**src/rtl/fg_config_loader_if.sv**
```systemverilog
// fg_config_loader_if: byte-wide command and readback links of the configuration loader
// data_i/valid_i/ready_o   : command/payload byte link into the loader
// rdata_o/rvalid_o/rready_i: readback byte link out of the loader
interface fg_config_loader_if;
   logic [7:0] data_i;
   logic       valid_i;
   logic       ready_o;
   logic [7:0] rdata_o;
   logic       rvalid_o;
   logic       rready_i;
   modport master (output data_i, valid_i, rready_i, input ready_o, rdata_o, rvalid_o);
   modport slave  (input data_i, valid_i, rready_i, output ready_o, rdata_o, rvalid_o);
endinterface

```
**src/rtl/fg_config_loader.sv**
```systemverilog
// fg_config_loader: byte-stream command decoder that loads, commits and reads back the generator configuration word
// clk_i/rst_i          : clock, synchronous active-high reset
// bus                  : command link in (data/valid/ready), readback link out (rdata/rvalid/rready)
// CR_bus_o             : active configuration word
// outputEnable_o       : generator output enable
// configUpdate_STRB_o  : one-cycle pulse when CR_bus_o takes a new value
// error_o              : one-cycle pulse on a protocol error
// busy_o               : a LOAD or READBACK frame is in progress
module fg_config_loader #(
   parameter int CONFIG_REG_BITWIDTH = 64
) (
   input  logic                           clk_i,
   input  logic                           rst_i,
   fg_config_loader_if.slave              bus,
   output logic [CONFIG_REG_BITWIDTH-1:0] CR_bus_o,
   output logic                           outputEnable_o,
   output logic                           configUpdate_STRB_o,
   output logic                           error_o,
   output logic                           busy_o
);
   localparam int CW = CONFIG_REG_BITWIDTH;
   localparam int BC = CW / 8;
   localparam int IW = $clog2(BC) + 1;
   localparam logic [7:0] H_LOAD = 8'hA5, H_COMMIT = 8'hC3, H_READ = 8'h96, H_EN = 8'hE1, H_DIS = 8'hE0;
   typedef enum logic [1:0] {IDLE, LOAD, READBACK} state_t;
   state_t        r_state, w_next;
   logic [IW-1:0] r_idx, w_idx;
   logic [CW-1:0] r_shadow, r_cr;
   logic          r_complete, r_oe, r_strb, r_err, r_rvalid, r_busy;
   logic [7:0]    r_rdata, w_rbyte;
   logic          w_acc, w_xfer, w_last;
   assign bus.ready_o         = r_state != READBACK;
   assign bus.rdata_o         = r_rdata;
   assign bus.rvalid_o        = r_rvalid;
   assign CR_bus_o            = r_cr;
   assign outputEnable_o      = r_oe;
   assign configUpdate_STRB_o = r_strb;
   assign error_o             = r_err;
   assign busy_o              = r_busy;
   assign w_acc  = bus.valid_i && bus.ready_o;
   assign w_xfer = r_rvalid && bus.rready_i;
   assign w_last = r_idx == IW'(BC - 1);
   // Index is held at 0 in IDLE so every frame starts from byte 0.
   always_comb begin
      w_next  = r_state;
      w_idx   = r_idx;
      w_rbyte = '0;
      unique case (r_state)
         IDLE: begin
            w_idx  = '0;
            w_next = !w_acc ? IDLE : bus.data_i == H_LOAD ? LOAD : bus.data_i == H_READ ? READBACK : IDLE;
         end
         LOAD: begin
            w_idx  = w_acc ? (w_last ? '0 : r_idx + 1'b1) : r_idx;
            w_next = w_acc && w_last ? IDLE : LOAD;
         end
         READBACK: begin
            w_idx  = w_xfer ? (w_last ? '0 : r_idx + 1'b1) : r_idx;
            w_next = w_xfer && w_last ? IDLE : READBACK;
         end
         default: w_next = IDLE;
      endcase
      for (int k = 0; k < BC; k++)
         if (w_idx == IW'(k)) w_rbyte = r_cr[CW-1-8*k -: 8];
   end
   // Readback byte is registered from the next index so it is valid the cycle after 0x96 is accepted.
   always_ff @(posedge clk_i) begin
      if (rst_i) begin
         r_state    <= IDLE;
         r_idx      <= '0;
         r_shadow   <= '0;
         r_cr       <= '0;
         r_complete <= 1'b0;
         r_oe       <= 1'b0;
         r_strb     <= 1'b0;
         r_err      <= 1'b0;
         r_rvalid   <= 1'b0;
         r_busy     <= 1'b0;
         r_rdata    <= '0;
      end else begin
         r_state  <= w_next;
         r_idx    <= w_idx;
         r_strb   <= 1'b0;
         r_err    <= 1'b0;
         r_rvalid <= w_next == READBACK;
         r_busy   <= w_next != IDLE;
         r_rdata  <= w_next == READBACK ? w_rbyte : '0;
         if (r_state == IDLE && w_acc) begin
            if (bus.data_i == H_LOAD) r_complete <= 1'b0;
            else if (bus.data_i == H_COMMIT) begin
               if (r_complete) begin
                  r_cr   <= r_shadow;
                  r_strb <= 1'b1;
               end else r_err <= 1'b1;
            end
            else if (bus.data_i == H_EN) r_oe <= 1'b1;
            else if (bus.data_i == H_DIS) r_oe <= 1'b0;
            else if (bus.data_i != H_READ) r_err <= 1'b1;
         end
         if (r_state == LOAD && w_acc) begin
            for (int k = 0; k < BC; k++)
               if (r_idx == IW'(k)) r_shadow[CW-1-8*k -: 8] <= bus.data_i;
            if (w_last) r_complete <= 1'b1;
         end
      end
   end
endmodule
```
**src/flat_wrapper.sv**
```systemverilog
// flat-port wrapper written by rule: the top's interface ports become plain ports
module fg_config_loader_flat 
#(
   parameter int CONFIG_REG_BITWIDTH = 64
)
  (clk_i, rst_i, CR_bus_o, outputEnable_o, configUpdate_STRB_o, error_o, busy_o, bus_data_i, bus_valid_i, bus_rready_i, bus_ready_o, bus_rdata_o, bus_rvalid_o);
  fg_config_loader_if bus_i ();
  input  logic clk_i;
  input  logic rst_i;
  output logic [CONFIG_REG_BITWIDTH-1:0] CR_bus_o;
  output logic outputEnable_o;
  output logic configUpdate_STRB_o;
  output logic error_o;
  output logic busy_o;
  input wire logic [$bits(bus_i.data_i)-1:0] bus_data_i;
  input wire logic [$bits(bus_i.valid_i)-1:0] bus_valid_i;
  input wire logic [$bits(bus_i.rready_i)-1:0] bus_rready_i;
  output wire logic [$bits(bus_i.ready_o)-1:0] bus_ready_o;
  output wire logic [$bits(bus_i.rdata_o)-1:0] bus_rdata_o;
  output wire logic [$bits(bus_i.rvalid_o)-1:0] bus_rvalid_o;
  assign bus_i.data_i = bus_data_i;
  assign bus_i.valid_i = bus_valid_i;
  assign bus_i.rready_i = bus_rready_i;
  assign bus_ready_o = bus_i.ready_o;
  assign bus_rdata_o = bus_i.rdata_o;
  assign bus_rvalid_o = bus_i.rvalid_o;
  fg_config_loader #(.CONFIG_REG_BITWIDTH(CONFIG_REG_BITWIDTH)) u_core (.clk_i(clk_i), .rst_i(rst_i), .bus(bus_i), .CR_bus_o(CR_bus_o), .outputEnable_o(outputEnable_o), .configUpdate_STRB_o(configUpdate_STRB_o), .error_o(error_o), .busy_o(busy_o));
endmodule
```
**config.mk**
```make
export PLATFORM = sky130hd
export DESIGN_NAME = fg_config_loader_flat
export DESIGN_NICKNAME = d
export VERILOG_FILES = /design/src/rtl/fg_config_loader_if.sv /design/src/rtl/fg_config_loader.sv /design/src/flat_wrapper.sv
export SDC_FILE = /design/constraint.sdc
export NUM_CORES = 1
export LEC_CHECK = 0
export ABC_CLOCK_PERIOD_IN_PS = 3350
export BUFFER_PORTS_ARGS = -buffer_cell sky130_fd_sc_hd__buf_2
export CAP_MARGIN = 10
export CORE_UTILIZATION = 25
export CTS_CLUSTER_SIZE = 20
export DETAILED_ROUTE_END_ITERATION = 16
export GPL_TIMING_DRIVEN = 0
export SLEW_MARGIN = 0
export SYNTH_ARGS = -nofsm -noshare
export SYNTH_HDL_FRONTEND = slang
export SYNTH_SLANG_ARGS = --single-unit
export TNS_END_PERCENT = 100
```
**constraint.sdc**
```tcl
create_clock -name clk_i -period 3.35 [get_ports clk_i]
set_clock_uncertainty 0.15 [all_clocks]
set_input_delay 0.335 -clock clk_i [delete_from_list [all_inputs] [get_ports clk_i]]
set_output_delay 0.335 -clock clk_i [all_outputs]
set_load 0.005 [all_outputs]
```
## Word-level counts from Yosys, hierarchy flattened

Cells that the tools add are included.

| storage, ports and cells | value |
|---|---|
| flip-flop bits (word level) | 148 |
| bits of input ports | 12 |
| output and inout port bits | 78 |
| word-level logic and storage cells | 101 |

| operators by class | value |
|---|---|
| add/sub/neg operators | 1 |
| equality and inequality tests | 24 |
| multiplexer cells | 30 |
| bitwise operators | 4 |
| reductions and logical operators | 24 |

Operators by type and width:

| cell | number |
|---|---|
| 8-bit 2-to-1 mux | 8 |
| 8-bit equality test, second input constant | 5 |
| 4-bit by 3-bit equality test with 1-bit output, second input constant | 8 |
| 4-bit by 2-bit equality test with 1-bit output, second input constant | 4 |
| 2-bit AND reduction | 8 |
| 1-bit 2-to-1 mux | 13 |
| 4-bit 2-to-1 mux | 3 |
| 4-bit case mux with 3 select lines | 1 |
| 4-bit by 1-bit equality test with 1-bit output, second input constant | 2 |
| 4-bit zero test | 2 |
| 2-bit 2-to-1 mux | 4 |
| 8-bit != test, second input constant | 1 |
| 4-bit AND reduction | 2 |
| 1-bit logical AND | 6 |
| 2-bit case mux with 3 select lines | 1 |
| 4-bit by 1-bit adder with 4-bit output, second input constant | 1 |
| 2-bit equality test, second input constant | 2 |
| 1-bit NOT | 4 |
| 2-bit nonzero test | 2 |
| 4-bit OR reduction | 1 |
| 3-bit OR reduction | 1 |
| 2-bit by 1-bit equality test with 1-bit output, second input constant | 1 |
| 2-bit zero test | 1 |
| 2-bit != test, second input constant | 1 |
| 2-bit OR reduction | 1 |

## Logic depth before layout (Yosys ltp)

Gate-level depths: netlist of run 1.

| logic depth | value |
|---|---|
| word-level depth | 13 |
| mapped depth | 10 |
| gate-level depth less buffers | 8 |

## Worst setup path after synthesis of run 1

Ideal clock, no wire load.

| timing | value |
|---|---|
| path kind | reg-to-reg |
| from | register u_core.r_idx[0] |
| to | register u_core.r_rdata[0] (netlist: u_core.bus.rdata_o[0]) |
| setup time | 124 ps |
| arrival time | 2,123 ps |
| data required time | 3,076 ps |
| path slack | 953 ps |
| cell stages (with the launch flop) | 10 |
| path buffers | 1 |
| period minus slack after synthesis | 2,397 ps |
| cells stage by stage | dfxtp_1 > inv_1 > ha_1 > inv_1 > a222oi_1 > or2_1 > buf_4 > a21oi_1 > o21ai_0 > a21oi_1 |

| between the ends | value |
|---|---|
| longest elaborated chain between the ends | 13 |
| elaborated cells on any way between the ends | 30 |
| classes of those cells | 1 x add/sub; 9 x eq/ne; 15 x mux; 1 x bitwise; 4 x reduce/logical |

RTL lines:

| item | RTL line | source |
|---|---|---|
| start, declared | fg_config_loader.sv:27 | `logic [IW-1:0] r_idx, w_idx;` |
| start signal, assigned | fg_config_loader.sv:82 | `r_idx <= w_idx;` |
| 4-bit by 1-bit adder with 4-bit output or 4-bit by 3-bit equality test with 1-bit output (tied branches) | fg_config_loader.sv:54, fg_config_loader.sv:58, fg_config_loader.sv:42 |  |
| 4-bit 2-to-1 mux | fg_config_loader.sv:54, fg_config_loader.sv:58 |  |
| 4-bit 2-to-1 mux, on equally long branches | fg_config_loader.sv:58, fg_config_loader.sv:54 |  |
| 4-bit case mux with 3 select lines | fg_config_loader.sv:48 | `unique case (r_state)` |
| 4-bit zero test | fg_config_loader.sv:64 | `if (w_idx == IW'(k)) w_rbyte = r_cr[CW-1-8*k -: 8];` |
| 8-bit 2-to-1 mux (8 in a row) | fg_config_loader.sv:64 |  |
| end signal, assigned | fg_config_loader.sv:87 | `r_rdata <= w_next == READBACK ? w_rbyte : '0;` |
| end, declared | fg_config_loader.sv:30 | `logic [7:0] r_rdata, w_rbyte;` |

Several ways; a longest one is shown, not always the timed one.
A chain may end at the register's enable or synchronous reset.

## Worst setup path after layout of run 1

| timing | value |
|---|---|
| from | register u_core.r_idx[0] |
| to | register u_core.r_rdata[4] (netlist: u_core.bus.rdata_o[4]) |

Same word-level chain as after synthesis.

==> run metrics, run 1 <==
I/O pin cnt 90; status finished, final reports clean; final wirelength ~22000 um; VDD IR max 409 uV; Core Region about 24000 um^2; num rows 57; Port Buffers between 80 and 90; area grow syn2layout 22.5%; adder-cell share of the synthesized area 0.00804; vias in the first global route between 5000 and 6000; Yosys cell types 53; largest family of logic cells by synthesized area simple AND/OR/NAND/NOR gates; Slew Viols, Final 0; net count of the mapped netlist about 800; setup_tns 0 ns; DP Area ~7100 um^2; XOR/XNOR Fraction of Synth Area 0; Post-route DRC 0; GR Util met2 0.274; post-DP HPWL roughly 16000 um; starting DRC count in detailed routing 605; worst slew pin tran roughly 1.3 ns; initial antenna violation count 4; met3 Track Usage GR 0.0436; Worst Hold Class primary input to flip-flop; Yosys reg bits between 100 and 150; leakage 0.00277 uW; Worst Path Class, Setup flip-flop to flip-flop; post-synthesis compound-gate area fraction 0.187; Synth Flop Type dfxtp_1; grt ovf 0; Slowest-stage cell, CP dfxtp_1; Post-synth EDFFs 0; first-pass GRT wire length ~33000 um; Design Area, Final between 7000 and 8000 um^2; syn_area_per_cell 7.96 um^2; gr usage total 0.169; Global Route met1 Usage 0.212; Max transition margin 0.158; fill count 2628; fin crit period ~3.1 ns; asr flop ratio synth 0; synth warn 0; Final Cycle Share 0.934; Nets roughly 910; Post-DRT Antenna Nets 0; register area share after synthesis 0.476; starting density of the core 0.255; Synth area leaders dfxtp_1, a21oi_1, nand2_1; Max Freq roughly 320 MHz; CP required roughly 3.5 ns; crit end category flip-flop; CP cell instances inv_1 -> ha_1 -> inv_1 -> a21oi_1 -> or2_1 -> clkbuf_1 -> clkbuf_1 -> a211oi_1 -> o21ai_0 -> a21oi_1; H-tree depth 4; Die W between 150 and 200 um; pin count of the biggest net entering global routing 17; post-synth top area share 0.476; Avg Vias per Cell 4.92; CTS clk-pin slew, worst paths around 0.06 ns; Setup Viol. Count Final 0; crit path DAT ~3.3 ns; max cap viols 0; Vias slightly above 6000; RSZ-0062 raised after global routing no; GRT busiest layer met2; Worst Setup Start Kind flip-flop; Final WS setup ~0.22 ns; Power Dens Cells roughly 480 nW/um^2; global placement routability congestion roughly 0.85; CTS Buffer Depth 2; later-pin clock latency in the skew report 0.43 ns; die height 160 um; CTS buffer count 17; Synth Instances 782; CTS root buffer clkbuf_16; CTS tree built; post-synth top area cell dfxtp_1; Final Util 0.313; area of the die about 26000 um^2; DRT Pass-1 Iters 5; Slowest Stage Delay on Critical Path 0.52 ns; mux contribution to synthesized area 0.0432; post-synthesis simple-gate area fraction 0.240; layout cell share with drive strength beyond 1 0.161; Placement Setup Slack between 0.1 and 0.15 ns; Fin. Hold Viols 0; worst-path fanout max 10; wire length per cell approximately 18 um; Mapped Area ~6200 um^2; Pwr Total ~3600 uW; Sink Count 148
-- metrics by stage --
step | std cells | hold WS, ns
detailed placement | 1192 | 0.292
global route | 1226 | 0.174
CTS | 1224 | 0.141
finish | 1228 | 0.158
global placement | 1192 | 0.291
floorplan | 782 | 0.271
-- flip-flops by register name, indices dropped and copies added, names as in the netlist --
signal                      count
u_core.CR_bus_o                64
u_core.r_shadow                64
u_core.bus.rdata_o              8
u_core.r_idx                    4
u_core.r_state                  2
u_core.bus.rvalid_o             1
u_core.busy_o                   1
u_core.configUpdate_STRB_o      1
u_core.error_o                  1
u_core.outputEnable_o           1
u_core.r_complete               1
-- layer usage --
metal | vias up | part of all wire
met5 | - | 0.00051
met4 | 2 | 0.024
met3 | 33 | 0.077
met2 | 235 | 0.47
met1 | 2848 | 0.43
li1 | 2923 | -
-- Yosys cell counts (7+ instances only) --
master    instances
dfxtp_1         148
clkbuf_1         48
nor3_1           10
a21oi_1         152
mux2i_1          10
nand3_1          67
o21ai_0          29
nand2_1         198
a211oi_1          8
buf_2            11
nor2_1           23
and3_1            7
-- layout by cell type, fill, tap and decap left out, drive strengths merged, types with 3 or more instances in the layout --
cell | netlist | routed
nand2 | 198 | 198
a21oi | 152 | 152
dfxtp | 148 | 148
buf | 15 | 102
clkbuf | 48 | 68
nand3 | 67 | 67
o21ai | 32 | 32
nor2 | 24 | 24
nor3 | 10 | 10
mux2i | 10 | 10
a211oi | 9 | 9
and3 | 7 | 7
inv | 5 | 7
mux4 | 7 | 7
nand2b | 5 | 5
or2 | 5 | 5
clkinv | 0 | 5
ha | 4 | 4
diode | 0 | 3
nor2b | 3 | 3
o211ai | 3 | 3
clkinvlp | 0 | 3
nand3b | 3 | 3
a221oi | 3 | 3
-- power by group --
part / switching, uW / internal [uW]
Clock: 765 / 1020
Sequential: 0.375 / 1760
Combinational: 67.3 / 16.6
-- timing repair --
item	CTS	global route
endpoints found under the hold margin	1	0
hold buffers	1	0
setup buffers	0	1
endpoints found under the setup margin	0	2
resized for setup	0	0
-- cells by family after synthesis --
family          Yosys count
compound gates          211
fa+ha+maj                 4
buf+inv                  68
flops                   148
mux                      17
simple gates            334
-- area by class of cell --
class,instances,area [um^2],share of cell area
well taps,324,405,0.0531
clock buffers,20,437,0.0572
multi-input cells,566,2980,0.391
repair buffers,88,448,0.0587
inverters,5,18.8,0.00246
diodes,3,7.51,0.000984
plain buffers,63,265,0.0348
clock inverters,11,106,0.0139
flip-flops and latches,148,2960,0.388
-- path summary, 6_finish.rpt --
path / from / endpoint / slack [ns] / depth (start not counted)
max: u_core.r_idx[0]$_SDFF_PP0_ / u_core.bus.rdata_o[4]$_SDFF_PP0_ / 0.22 / 10
min: bus_valid_i / u_core.r_state[0]$_SDFF_PP0_ / 0.16 / 3
max reg2reg: u_core.r_idx[0]$_SDFF_PP0_ / u_core.bus.rdata_o[4]$_SDFF_PP0_ / 0.22 / 10
min reg2reg: u_core.r_shadow[30]$_SDFFE_PP0P_ / u_core.CR_bus_o[30]$_SDFFE_PP0P_ / 0.30 / 2
-- worst max-delay path: cells and delay by family (launching register included) --
family	cells	cell delay, ns
and+or+nand+nor	1	0.14
buffers and inverters	4	0.92
adders and majority gates	1	0.33
AOI/OAI and AO/OA	4	0.94
DFF	1	0.52
(Power assumes the default switching activity.)
==> inputs of run 2 (changes only) <==
PLACE_DENSITY = 0.48   (was not set)
SLEW_MARGIN = 10   (was 0)
==> run 2 against run 1 <==
Against the previous run:
- sequential power about the same
- combinational power is 2% higher
- critical path depth unchanged
- die area unchanged
- first-iteration DRC count down 19%
- critical endpoint is now u_core.bus.rdata_o[2]$_SDFF_PP0_
- highest routed layer unchanged
==> run metrics, run 2 (synthesized netlist as in run 1, its figures left out) <==
Post-route DRC 0; DRT Pass-1 Iters 6; Design Area, Final approximately 7700 um^2; DP Area 7070 um^2; die height 160 um; crit path DAT 3.30 ns; H-tree depth 4; status finished, final reports clean; Sink Count 148; register share of total power 0.470; wire length per cell roughly 18 um; wire length on met1 10800 um; setup_tns 0 ns; global placement routability congestion around 0.84; Max transition margin 0.209; CP required 3.55 ns; final wirelength around 23000 um; Post-CTS Resized 0; crit end category flip-flop; area grow syn2layout 23.1%; Setup Viol. Count Final 0; fin crit period about 3.1 ns; most common cell after layout, fill and taps aside nand2_1; Slowest Stage Delay on Critical Path 0.61 ns; starting density of the core 0.255; gr usage total 0.177; CTS Buffer Depth 2; Die W around 160 um; area of the die between 20000 and 30000 um^2; Port Buffers 86; CTS buffer count 17; uppermost layer routed met5; CTS root buffer clkbuf_16; Placement Setup Slack around 0.038 ns; Worst Path Class, Setup flip-flop to flip-flop; Worst R2R End u_core.bus.rdata_o[2]$_SDFF_PP0_; Power Dens Cells 489 nW/um^2; reg2reg path depth 10; num rows between 50 and 60; Post-DRT Antenna Nets 0; CTS tree built; Final Util 0.314; Final WS setup ~0.25 ns; Vias approximately 6000; met3 WL around 1200 um; Worst Hold Class primary input to flip-flop; worst setup path end u_core.bus.rdata_o[2]$_SDFF_PP0_; post-DP HPWL 16500 um; Fin Hold WS between 0.15 and 0.2 ns; Final Cycle Share 0.926; Slew Viols, Final 0; I/O pin cnt 90; first-pass GRT wire length 34100 um; Avg Vias per Cell just under 5; combinational power share 0.023; P_int between 2000 and 3000 uW; Max Freq approximately 320 MHz; Switching Power roughly 850 uW; leakage ~0.0028 uW; WL met2 around 10000 um; RSZ-0062 raised after global routing no; Worst Setup Start Kind flip-flop; highest-count cells in the layout ignoring fill and taps nand2_1, a21oi_1, dfxtp_1; CP cell instances inv_1 -> ha_1 -> inv_1 -> a21oi_1 -> or2_1 -> clkbuf_1 -> clkbuf_1 -> a211oi_1 -> o21ai_0 -> a21oi_1; grt ovf 0; later-pin clock latency in the skew report between 0.4 and 0.5 ns; worst-path fanout max 10; Switching Fraction 0.227; worst slew pin tran 1.18 ns; starting DRC count in detailed routing between 400 and 500; max cap viols 0; Core Region approximately 24000 um^2; RR Startpoint u_core.r_idx[0]$_SDFF_PP0_; Clk network pwr share 0.507; Nets ~910; reg2reg setup slack 0.25 ns; Slowest-stage cell, CP a211oi_1; VDD IR max about 370 uV; pin count of the biggest net entering global routing 17; initial antenna violation count 2; vias in the first global route 5577; CTS clk-pin slew, worst paths around 0.060 ns; layout cell share with drive strength beyond 1 0.163; Fin. Hold Viols 0; worst setup path startpoint u_core.r_idx[0]$_SDFF_PP0_
==> run 2: cell type report <==
type | count | area [um^2]
clock inverter | 11 | 128
buffer | 63 | 265
sequential | 148 | 2960
fill | 2718 | 16700
timing repair buffer | 88 | 448
multi-input combinational | 566 | 2980
inverter | 5 | 18.8
tap | 324 | 405
antenna | 1 | 2.50
clock buffer | 21 | 450
==> run 2: worst min-delay path by stage <==
stage                                           from                               end  slack [ns]  cells after the start
floorplan                                      rst_i      u_core.r_state[0]$_SDFF_PP0_        0.27                      1
global placement    u_core.r_shadow[30]$_SDFFE_PP0P_  u_core.CR_bus_o[30]$_SDFFE_PP0P_        0.29                      2
detailed placement   u_core.r_shadow[4]$_SDFFE_PP0P_   u_core.CR_bus_o[4]$_SDFFE_PP0P_        0.29                      2
CTS                                      bus_valid_i      u_core.r_state[0]$_SDFF_PP0_        0.15                      4
global route                             bus_valid_i      u_core.r_state[0]$_SDFF_PP0_        0.17                      3
finish                                   bus_valid_i      u_core.r_state[0]$_SDFF_PP0_        0.16                      3
==> run 2: what timing repair did <==
action,4_1_cts,5_1_grt
endpoints found under the setup margin,0,7
buffers inserted,0,1
endpoints found under the hold margin,1,0
hold buffers,1,0
==> run 2: power by group through the flow <==
stage                     registers, uW  logic (uW)  clock network (uW)
after floorplan                    1800        42.5                   0
after global placement             1800        85.4                   0
after detailed placement           1800        85.6                   0
after CTS                          1760        86.6                1920
after global routing               1760        91.4                2010
final                              1760        85.9                1900
==> run 2: stage by stage <==
step	std cells	total power, uW
2_1_floorplan	782	1840
3_3_place_gp	1192	1890
3_5_place_dp	1192	1890
4_1_cts	1225	3770
5_1_grt	1226	3860
6_report	1227	3750
==> run 2: metal layers <==
| layer | track usage | vias up |
|---|---|---|
| met1 | 0.245 | 2856 |
| met5 | 0 | - |
| met4 | 0.0584 | 2 |
| li1 | - | 2926 |
| met3 | 0.0353 | 27 |
| met2 | 0.274 | 185 |
==> run 2: critical path, delay by kind of cell, from the launching register on <==
| family | cells | cell delay (ns) |
|---|---|---|
| adders and majority gates | 1 | 0.34 |
| AOI/OAI and AO/OA | 4 | 1.10 |
| DFF | 1 | 0.52 |
| and+or+nand+nor | 1 | 0.21 |
| buffers and inverters | 4 | 0.70 |
==> inputs of run 3 (changes only) <==
RECOVER_POWER = 100   (was not set)
==> run 3 against run 2 <==
Against the previous run:
- flip-flop and latch count is the same
- die area is the same
- first-iteration DRC count grew 3.7%
- sequential share of layout area grew 0.34 points
- maximum frequency shrank 0.95%
- non-clock buffer count is the same
- register-to-register slack lost 0.03 ns
- critical endpoint is now u_core.bus.rdata_o[5]$_SDFF_PP0_
- largest power group unchanged
- highest routed layer is now met4
==> run metrics, run 3 (synthesized netlist as in run 1, its figures left out) <==
hold_sp bus_valid_i; Worst Path Class, Setup flip-flop to flip-flop; Max Freq approximately 320 MHz; Vias 6012; Slowest-stage cell, CP nor2_1; CTS tree built; RSZ-0062 raised after global routing no; vias in the first global route around 5600; buffer and inverter count on the worst path 3; die height 160 um; fin cells roughly 1200; starting density of the core 0.255; later-pin clock latency in the skew report ~0.42 ns; reg2reg path depth 9; gr usage total 0.177; Max transition margin 0.112; first-pass GRT wire length 34100 um; Worst Setup Start Kind flip-flop; leakage between 0.002 and 0.003 uW; wire length per cell 18.4 um; cell family with most CP delay buffers and inverters; CTS root buffer clkbuf_16; global placement routability congestion roughly 0.84; worst setup path startpoint u_core.r_idx[0]$_SDFF_PP0_; H-tree depth 4; crit end category flip-flop; Post-DRT Antenna Nets 0; hold depth 4; Slowest Stage Delay on Critical Path about 0.58 ns; max cap viols 0; RR Startpoint u_core.r_idx[0]$_SDFF_PP0_; CTS buffer count 17; Power Dens Cells slightly below 500 nW/um^2; Post-CTS Resized 0; grt ovf 0; Placement Setup Slack ~0.038 ns; status finished, final reports clean; Avg Vias per Cell ~5; register area 2960 um^2; CTS Buffer Depth 2; Worst Hold Class primary input to flip-flop; Core Region roughly 24000 um^2; fill count roughly 2700; VDD IR max ~370 uV; worst slew pin tran around 1.3 ns; starting DRC count in detailed routing around 500; CTS clk-pin slew, worst paths approximately 0.06 ns; Die W between 150 and 200 um; pin count of the biggest net entering global routing 17; most common cell after layout, fill and taps aside nand2_1; num rows 57; post-DP HPWL 16500 um; Final Util 0.311; fin crit period about 3.1 ns; cell depth of the worst setup path 9; area grow syn2layout 22.0%; Setup Viol. Count Final 0; highest-count cells in the layout ignoring fill and taps nand2_1, a21oi_1, dfxtp_1; Fin. Hold Viols 0; layout cell share with drive strength beyond 1 0.121; Nets between 900 and 1000; Slew Viols, Final 0; initial antenna violation count 1; CP required between 3 and 4 ns; Post-route DRC 0; Pwr Total around 3700 uW; area of the die about 26000 um^2; Multi-input gate area just under 3000 um^2; I/O pin cnt 90; DRT Pass-1 Iters 5; Final WS setup between 0.2 and 0.25 ns; Final Cycle Share 0.935; Port Buffers 86; CP cell instances inv_1 -> ha_1 -> inv_1 -> a21oi_1 -> nor2_1 -> clkbuf_1 -> mux4_1 -> o21ai_1 -> a21oi_1; crit path DAT between 3 and 4 ns; dpl cells ~1200; Sink Count 148; worst-path fanout max 10; final wirelength between 20000 and 25000 um; setup_tns 0 ns
-- run 3: changes by cell type in the layout (fill, tap and decap cells not counted), sizes merged --
| cell | delta |
|---|---|
| buf | -39 |
| clkbuf | +39 |
-- run 3: repair_timing --
item                                    CTS  global route
hold endpoints to repair                  1             0
endpoints found under the setup margin    0             7
buffers inserted                          0             1
hold buffers                              1             0
-- run 3: worst paths after layout --
check                                                        end  slack (ns)
worst max-delay path            u_core.bus.rdata_o[5]$_SDFF_PP0_        0.22
worst min register to register  u_core.CR_bus_o[53]$_SDFFE_PP0P_        0.30
worst min-delay path                u_core.r_state[0]$_SDFF_PP0_        0.13
worst max register to register  u_core.bus.rdata_o[5]$_SDFF_PP0_        0.22
-- run 3: through the flow --
stage	instance area, um^2	hold slack (ns)
after floorplan	6230	0.271
after global placement	7060	0.294
after detailed placement	7070	0.295
after CTS	7650	0.149
after global routing	7590	0.158
final	7600	0.134
-- run 3: routing by layer --
layer / global-route usage / wire [um]
met1: 0.245 / 10700
met3: 0.0353 / 1210
met2: 0.274 / 10200
met5: 0 / 0
met4: 0.0584 / 430
-- run 3: area by class of cell --
type | instances | area share
clock inverters | 11 | 0.0168
flip-flops and latches | 148 | 0.390
diodes | 1 | 0.000329
inverters | 5 | 0.00247
multi-input cells | 566 | 0.390
clock buffers | 21 | 0.0593
well taps | 324 | 0.0534
repair buffers | 88 | 0.0539
plain buffers | 63 | 0.0339
-- run 3: where the power goes --
group | switching, uW | internal, uW
clock | 776 | 1120
sequential | 0.278 | 1760
combinational | 68.1 | 16.2
-- run 3: worst register-to-register path: stages (launching register included) --
cell and delay [ns]:
dfxtp_1 0.52, inv_1 0.14, ha_1 0.34, inv_1 0.08, a21oi_1 0.07, nor2_1 0.59
clkbuf_1 0.49, mux4_1 0.42, o21ai_1 0.11, a21oi_1 0.09
